[src/rtl/seg_scan_ctrl.sv]
// seg_scan_ctrl: time-multiplexed 4-digit common-anode seven-segment scan controller.
//   Optional leading-zero blanking is compiled in with `define SEG_SCAN_LZB_EN.
//   Ports: System_clk clock; rst_n async active-low reset; en_i scan enable;
//   digits_i four BCD nibbles (digit 0 in [3:0]); dp_i per-digit decimal point;
//   ano active-low anodes; bcd_o shared decoder nibble; dp_o active-low dp;
//   digit_o current digit index; frame_o one-cycle frame-start (shadow load) pulse.
module seg_scan_ctrl #(
  parameter int SCAN_DIV  = 100000,
  parameter int BLANK_CYC = 1000
) (
  input  logic        System_clk,
  input  logic        rst_n,
  input  logic        en_i,
  input  logic [15:0] digits_i,
  input  logic [3:0]  dp_i,
  output logic [3:0]  ano,
  output logic [3:0]  bcd_o,
  output logic        dp_o,
  output logic [1:0]  digit_o,
  output logic        frame_o
);
  localparam int CW = $clog2(SCAN_DIV);
  typedef enum logic [1:0] {IDLE, BLANK, SHOW} state_t;
  state_t state, nstate;
  logic [CW-1:0] cnt, ncnt;
  logic [1:0] ndigit;
  logic [15:0] sh, nsh;
  logic [3:0] sdp, nsdp, lz;
  logic load;
  // Next-state values drive both the state registers and the registered
  // outputs, so the outputs line up with the state they describe.
  always_comb begin
    nstate = state;
    ncnt = cnt;
    ndigit = digit_o;
    load = 1'b0;
    if (!en_i) begin
      nstate = IDLE;
      ncnt = '0;
      ndigit = '0;
    end else if (state == IDLE) begin
      nstate = BLANK;
      load = 1'b1;
    end else if (cnt == CW'(SCAN_DIV - 1)) begin
      nstate = BLANK;
      ncnt = '0;
      ndigit = digit_o + 2'd1;
      load = digit_o == 2'd3;
    end else begin
      ncnt = cnt + CW'(1);
      nstate = (cnt == CW'(BLANK_CYC - 1)) ? SHOW : state;
    end
  end
  assign nsh = load ? digits_i : sh;
  assign nsdp = load ? dp_i : sdp;
`ifdef SEG_SCAN_LZB_EN
  // A digit is a leading zero only if it and every digit above it are zero
  // with no decimal point; digit 0 always shows.
  assign lz[3] = nsh[15:12] == 4'd0 && !nsdp[3];
  assign lz[2] = lz[3] && nsh[11:8] == 4'd0 && !nsdp[2];
  assign lz[1] = lz[2] && nsh[7:4] == 4'd0 && !nsdp[1];
  assign lz[0] = 1'b0;
`else
  assign lz = 4'b0000;
`endif
  always_ff @(posedge System_clk or negedge rst_n) begin
    if (!rst_n) begin
      state <= IDLE;
      cnt <= '0;
      sh <= '0;
      sdp <= '0;
      ano <= 4'hf;
      bcd_o <= 4'h0;
      dp_o <= 1'b1;
      digit_o <= 2'd0;
      frame_o <= 1'b0;
    end else begin
      state <= nstate;
      cnt <= ncnt;
      sh <= nsh;
      sdp <= nsdp;
      ano <= (nstate == SHOW) ? (~(4'b0001 << ndigit) | lz) : 4'hf;
      bcd_o <= (nstate == IDLE) ? 4'h0 : nsh[{ndigit, 2'b00} +: 4];
      dp_o <= (nstate == IDLE) | ~nsdp[ndigit];
      digit_o <= ndigit;
      frame_o <= load;
    end
  end
endmodule

[config.mk]
export PLATFORM = sky130hd
export DESIGN_NAME = seg_scan_ctrl
export DESIGN_NICKNAME = d
export VERILOG_FILES = /design/src/rtl/seg_scan_ctrl.sv
export SDC_FILE = /design/constraint.sdc
export NUM_CORES = 1
export LEC_CHECK = 0
export CAP_MARGIN = 25
export CORE_MARGIN = 10
export CORE_UTILIZATION = 40
export CTS_CLUSTER_DIAMETER = 150
export DETAILED_ROUTE_END_ITERATION = 6
export SKIP_LAST_GASP = 1
export SYNTH_ARGS = -nofsm -noshare
export SYNTH_HDL_FRONTEND = slang
export SYNTH_SLANG_ARGS = --single-unit
[constraint.sdc]
create_clock -name System_clk -period 4.5 [get_ports System_clk]
set_clock_uncertainty 0.15 [all_clocks]
set_input_delay 0.9 -clock System_clk [delete_from_list [all_inputs] [get_ports System_clk]]
set_output_delay 0.9 -clock System_clk [all_outputs]
set_load 0.02 [all_outputs]
# After elaboration in Yosys (flattened, before gate mapping)
# Cells that the tools add are included.
[totals]
ff_bits = 51
[op_classes]
addsub = 2
n_lt_le_gt_ge = 1
eq_ne = 5
shift = 2
muxes = 19
bitwise = 3
reduce_logical = 2
[ops]
columns = ["operator", "n"]
rows = [
  ["$mux 17", 3],
  ["$add 17x1->17 const B", 1],
  ["$eq 17x10->1 const B", 1],
  ["$eq 17x17->1 const B", 1],
  ["$mux 16", 1],
  ["$shiftx 16x5->4", 1],
  ["$mux 2", 7],
  ["$mux 4", 3],
  ["$eq 2x2->1 const B", 2],
  ["$logic_not 2->1", 2],
  ["$mux 1", 4],
  ["$not 4->4", 1],
  ["$shl 1x2->4 const A", 1],
  ["$lt 2x3->1 const B", 1],
  ["$add 2x1->2 const B", 1],
  ["$bmux 1 s2", 1],
  ["$ne 2x2->1 const B", 1],
  ["$not 1->1", 1],
  ["$or 1x1->1", 1],
]

# Logic depth before layout (Yosys ltp)
[depth]
depth_word = 9
depth_mapped = 8

# Worst setup path after synthesis
# No wires, ideal clock.
[synth_timing]
path_kind = "reg-to-reg"
startpoint = "register cnt[12]"
endpoint = "register bcd_o[1]"
setup_ns = 0.126
arrival_ns = 2.480
path_slack_ns = 1.744
stages_incl_launch_ff = 7
period_less_slack_ns = 2.756
cell_sequence = "dfrtp_1 > or4_4 > nor4_4 > a21oi_1 > o21ai_2 > mux2_1 > a221o_1"
[synth_via]
elab_chain_cells = 7
elab_cells_between_ends = 16
classes_between = "eq/ne (2); shift (1); mux (12); reduce/logical (1)"
[synth_lines]
columns = ["item", "line_no", "rtl"]
rows = [
  ["start: declaration", "25", "logic [CW-1:0] cnt, ncnt;"],
  ["start signal: assignment", "79", "cnt <= ncnt;"],
  ["$eq 17x17->1 or $eq 17x10->1 (tied branches)", "44, 51", ""],
  ["$mux 1 or $mux 2 (tied branches)", "44, 51", ""],
  ["$mux 1 or $mux 2 (tied branches)", "41, 44", ""],
  ["$mux 1 or $mux 2 (tied branches)", "37, 41", ""],
  ["$mux 16 or $mux 2 (tied branches)", "54, 37", ""],
  ["$shiftx 16x5->4 or $logic_not 2->1 (tied branches)", "83", "bcd_o <= (nstate == IDLE) ? 4'h0 : nsh[{ndigit, 2'b00} +: 4];"],
  ["$mux 4 (*)", "83", ""],
  ["end signal: assignment", "83", ""],
  ["end: declaration", "17", "output logic [3:0] bcd_o,"],
]
# Every way passes the cells marked *; elsewhere a longest branch is shown, timed or not.
# A chain may end at the register's enable or synchronous reset.

# Final worst setup path
[layout_timing]
startpoint = "input port en_i"
endpoint = "register bcd_o[1]"
[layout_via]
elab_chain_cells = 4
elab_cells_between_ends = 7
classes_between = "shift (1); mux (5); reduce/logical (1)"
[layout_lines]
columns = ["item", "line_no", "rtl"]
rows = [
  ["start: declaration", "13", "input logic en_i,"],
  ["$mux 1", "37", "if (!en_i) begin"],
  ["$mux 16", "54", "assign nsh = load ? digits_i : sh;"],
  ["named net nsh[9]", "27", "logic [15:0] sh, nsh;"],
  ["$shiftx 16x5->4", "83", ""],
  ["$mux 4", "83", ""],
]
# The timed path passes the listed nets, and every way through them passes these cells.

==> results.sh <==
export IMPL_relSlewSlack_pct=56.66
export IMPL_dpl_hpwl_um=4381
export IMPL_synth_edff_count=0
export IMPL_regArea_um2=1282
export IMPL_grt_pass1_vias=2213
export IMPL_seqPwrFrac_pct=57.2
export IMPL_yosys_top_cells_count="dfrtp_1 (46), nand2_1 (26), nand3_1 (23)"
export IMPL_max_cap_violations=0
export IMPL_clk_latency_ns=0.30
export IMPL_ys_seq_area_share_pct=48.21
export IMPL_gp_congestion=0.8264
export IMPL_area_delta_synth_final_pct=18.72
export IMPL_globalRouteMet3Util_pct=3.063
export IMPL_die_width_um=101.6
export IMPL_leakage_nw=1.275
export IMPL_critPathSlowestCell="clkinv_1"
export IMPL_p_sw_mw=0.2182
export IMPL_avgSynthCellArea_um2=9.963
export IMPL_ys_types=54
export IMPL_top_usage_layer="met2"
export IMPL_post_cts_setup_buffer_count=0
export IMPL_clock_sinks=51
export IMPL_power_total_mw=0.8828
export IMPL_switching_share_pct=24.72
export IMPL_n_antenna_cell=0
export IMPL_clkPwrFrac_pct=28.5
export IMPL_vias=2179
export IMPL_antenna_found_initial=0
export IMPL_hold_viol=0
export IMPL_slew_viol_final=0
export IMPL_worst_pin_slew_ns=0.6320
export IMPL_rsz0062_at_grt="no"
export IMPL_cts_resized_gates=0
export IMPL_rows=29
export IMPL_ys_warnings_count=0
export IMPL_fin_crit_ns=3.250
export IMPL_grt_use_met1_pct=15.94
export IMPL_synthFlopType="dfrtp_1"
export IMPL_async_flop_share_pct=100.0
export IMPL_final_layout_size_suffix_gt1_share_pct=11.18
export IMPL_cp_top_family="buffers and inverters"
export IMPL_synth_area_top_cells="dfrtp_1 (43%), dfstp_2 (4.9%), nand3_1 (4.3%)"
export IMPL_fillers=574
export IMPL_cpPeakStageDelay_ns=0.52
export IMPL_synth_top_area_share_pct=43.27
export IMPL_cp_start_kind="input port"
export IMPL_ys_ff_latch=51
export IMPL_start_util_pct=41.42
export IMPL_synth_nets=292
export IMPL_root_buffer="clkbuf_8"
export IMPL_ioPinCount=35
export IMPL_arrival_ns=3.29
export IMPL_viasPerCell=5.719
export IMPL_cts_htree_levels=2
export IMPL_netlist_top_cell_by_area="dfrtp_1"
export IMPL_yosysMostFrequentCell="dfrtp_1"
export IMPL_cts_made_buffers=5
export IMPL_comb_power_share_pct=14.3
export IMPL_grt_first_pass_wirelength_um=10500
export IMPL_endpoint_kind="flip-flop"
export IMPL_status="complete, no violations"
export IMPL_setup_violations=0
export IMPL_path_class="input port to flip-flop"
export IMPL_cts_hold_buf=0
export IMPL_finalNetCount=328
export IMPL_track_usage_pct=12.33
export IMPL_first_pass_iters=4
export IMPL_io_buffers=34
export IMPL_clk_pin_slew_ns=0.09
export IMPL_hp_class="flip-flop to flip-flop"
export IMPL_cts_tree="built"
export IMPL_cp_required_ns=4.54
export IMPL_die_area_um2=10310
export IMPL_core_um2=6422
export IMPL_worst_path_buf_inv=3
export IMPL_drt_iter0_drc=70
export IMPL_crit_fanout=28
export IMPL_ant_nets=0
export IMPL_grt_max_degree=52
export IMPL_fmax_mhz=307.7
export IMPL_fin_crit_sh_pct=72.22
export IMPL_mappedNetlistArea_um2=2660
export IMPL_cellPowerDensity_nw_per_um2=279.5
export IMPL_clockBufferDepth=2
export IMPL_multi_input_comb_area_um2=1308
export IMPL_use_met2_pct=20.18
export IMPL_fin_tns_setup_ns=0
export IMPL_p_int_mw=0.6646
export IMPL_gr_total_overflow=0
export IMPL_ir_worst_vdd_mv=0.1379
export IMPL_wire_per_inst_um=16.28
export IMPL_syn_inst=267
export IMPL_path_cells="clkdlybuf4s50_1 -> buf_4 -> clkinv_1 -> o2bb2ai_1 -> a311o_1 -> a22o_1 -> a221o_1"
export IMPL_post_route_drc_count=0
export IMPL_die_h_um=101.6
export IMPL_routed_wirelength_um=6201
[metrics by stage]
step | utilization, % | area [µm²] | hold WS, ns | setup WS, ns | instances
2_1_floorplan | - | 2660 | 0.3112 | 1.744 | 267
3_3_place_gp | 47.93 | 3078 | 0.3354 | 0.9721 | 373
3_5_place_dp | 47.93 | 3078 | 0.3416 | 0.9304 | 373
4_1_cts | 49.17 | 3158 | 0.3636 | 1.259 | 381
5_1_grt | 49.17 | 3158 | 0.3733 | 1.112 | 381
6_report | 49.17 | 3158 | 0.3577 | 1.250 | 381
[metal layers]
metal	part of all wire, %	vias to the layer above
met3	4.0	2
met4	0.39	0
li1	-	1072
met1	47	1058
met5	0	-
met2	49	47
[cells by family (layout without fill, tap and decap cells)]
| family | after synthesis | count (layout) | share of synthesized area (%) |
|---|---|---|---|
| AO/OA/AOI/OAI | 72 | 72 | 19.57 |
| XOR/XNOR | 6 | 6 | 1.976 |
| adder cells (fa/ha/maj) | 2 | 2 | 0.9406 |
| buffers and inverters | 16 | 53 | 2.634 |
| flip-flops | 51 | 51 | 48.21 |
| multiplexers | 14 | 14 | 5.833 |
| AND/OR/NAND/NOR | 106 | 106 | 20.84 |
[cell type report]
| class | instances | area share [%] |
|---|---|---|
| timing repair buffer | 38 | 11.57 |
| sequential | 51 | 40.61 |
| clock buffer | 8 | 2.536 |
| tap | 77 | 3.051 |
| multi-input combinational | 200 | 41.40 |
| inverter | 7 | 0.8320 |
[flip-flops by register name (all words and copies together) (netlist names)]
name	flops
sdp	4
digit_o	2
cnt	17
bcd_o	4
frame_o	1
ano	4
state	2
sh	16
dp_o	1
[layout by cell type (no fill, tap or decap), types with 3 or more instances in the layout]
cell type	Yosys	layout
nor3_1	10	10
o2bb2ai_1	6	6
buf_4	0	4
dfrtp_1	46	46
a21oi_1	15	15
a311o_1	6	6
o21ai_0	15	15
nand2_1	26	26
clkbuf_8	0	5
and3_1	4	4
nor2_1	19	19
a21boi_1	3	3
nand4_1	3	3
mux2_1	3	3
dfstp_2	5	5
a22o_1	4	4
inv_1	6	6
o21ai_1	4	4
o31ai_1	4	4
a221o_1	3	3
mux2_2	9	9
clkbuf_1	6	3
nand3_1	23	23
xor2_1	5	5
clkdlybuf4s50_1	0	33
[power by group through the flow]
stage / combinational, mW / sequential [mW] / clock, mW
after floorplan: 0.0679 / 0.517 / 0
after global placement: 0.127 / 0.513 / 0
after detailed placement: 0.128 / 0.514 / 0
after CTS: 0.128 / 0.505 / 0.263
after global routing: 0.140 / 0.509 / 0.282
final: 0.126 / 0.505 / 0.251
[final timing paths]
kind                          from       end  slack, ns  cells past startpoint
min in group asynchronous    rst_n    cnt[9]       0.56                      2
setup / recovery              en_i  bcd_o[1]       1.25                      7
hold / removal               sh[7]     sh[7]       0.36                      1
hold reg to reg              sh[7]     sh[7]       0.36                      1
max in group asynchronous    rst_n    sdp[2]       3.21                      2
setup reg to reg           cnt[11]  bcd_o[0]       1.44                      6
(Power assumes the default switching activity.)
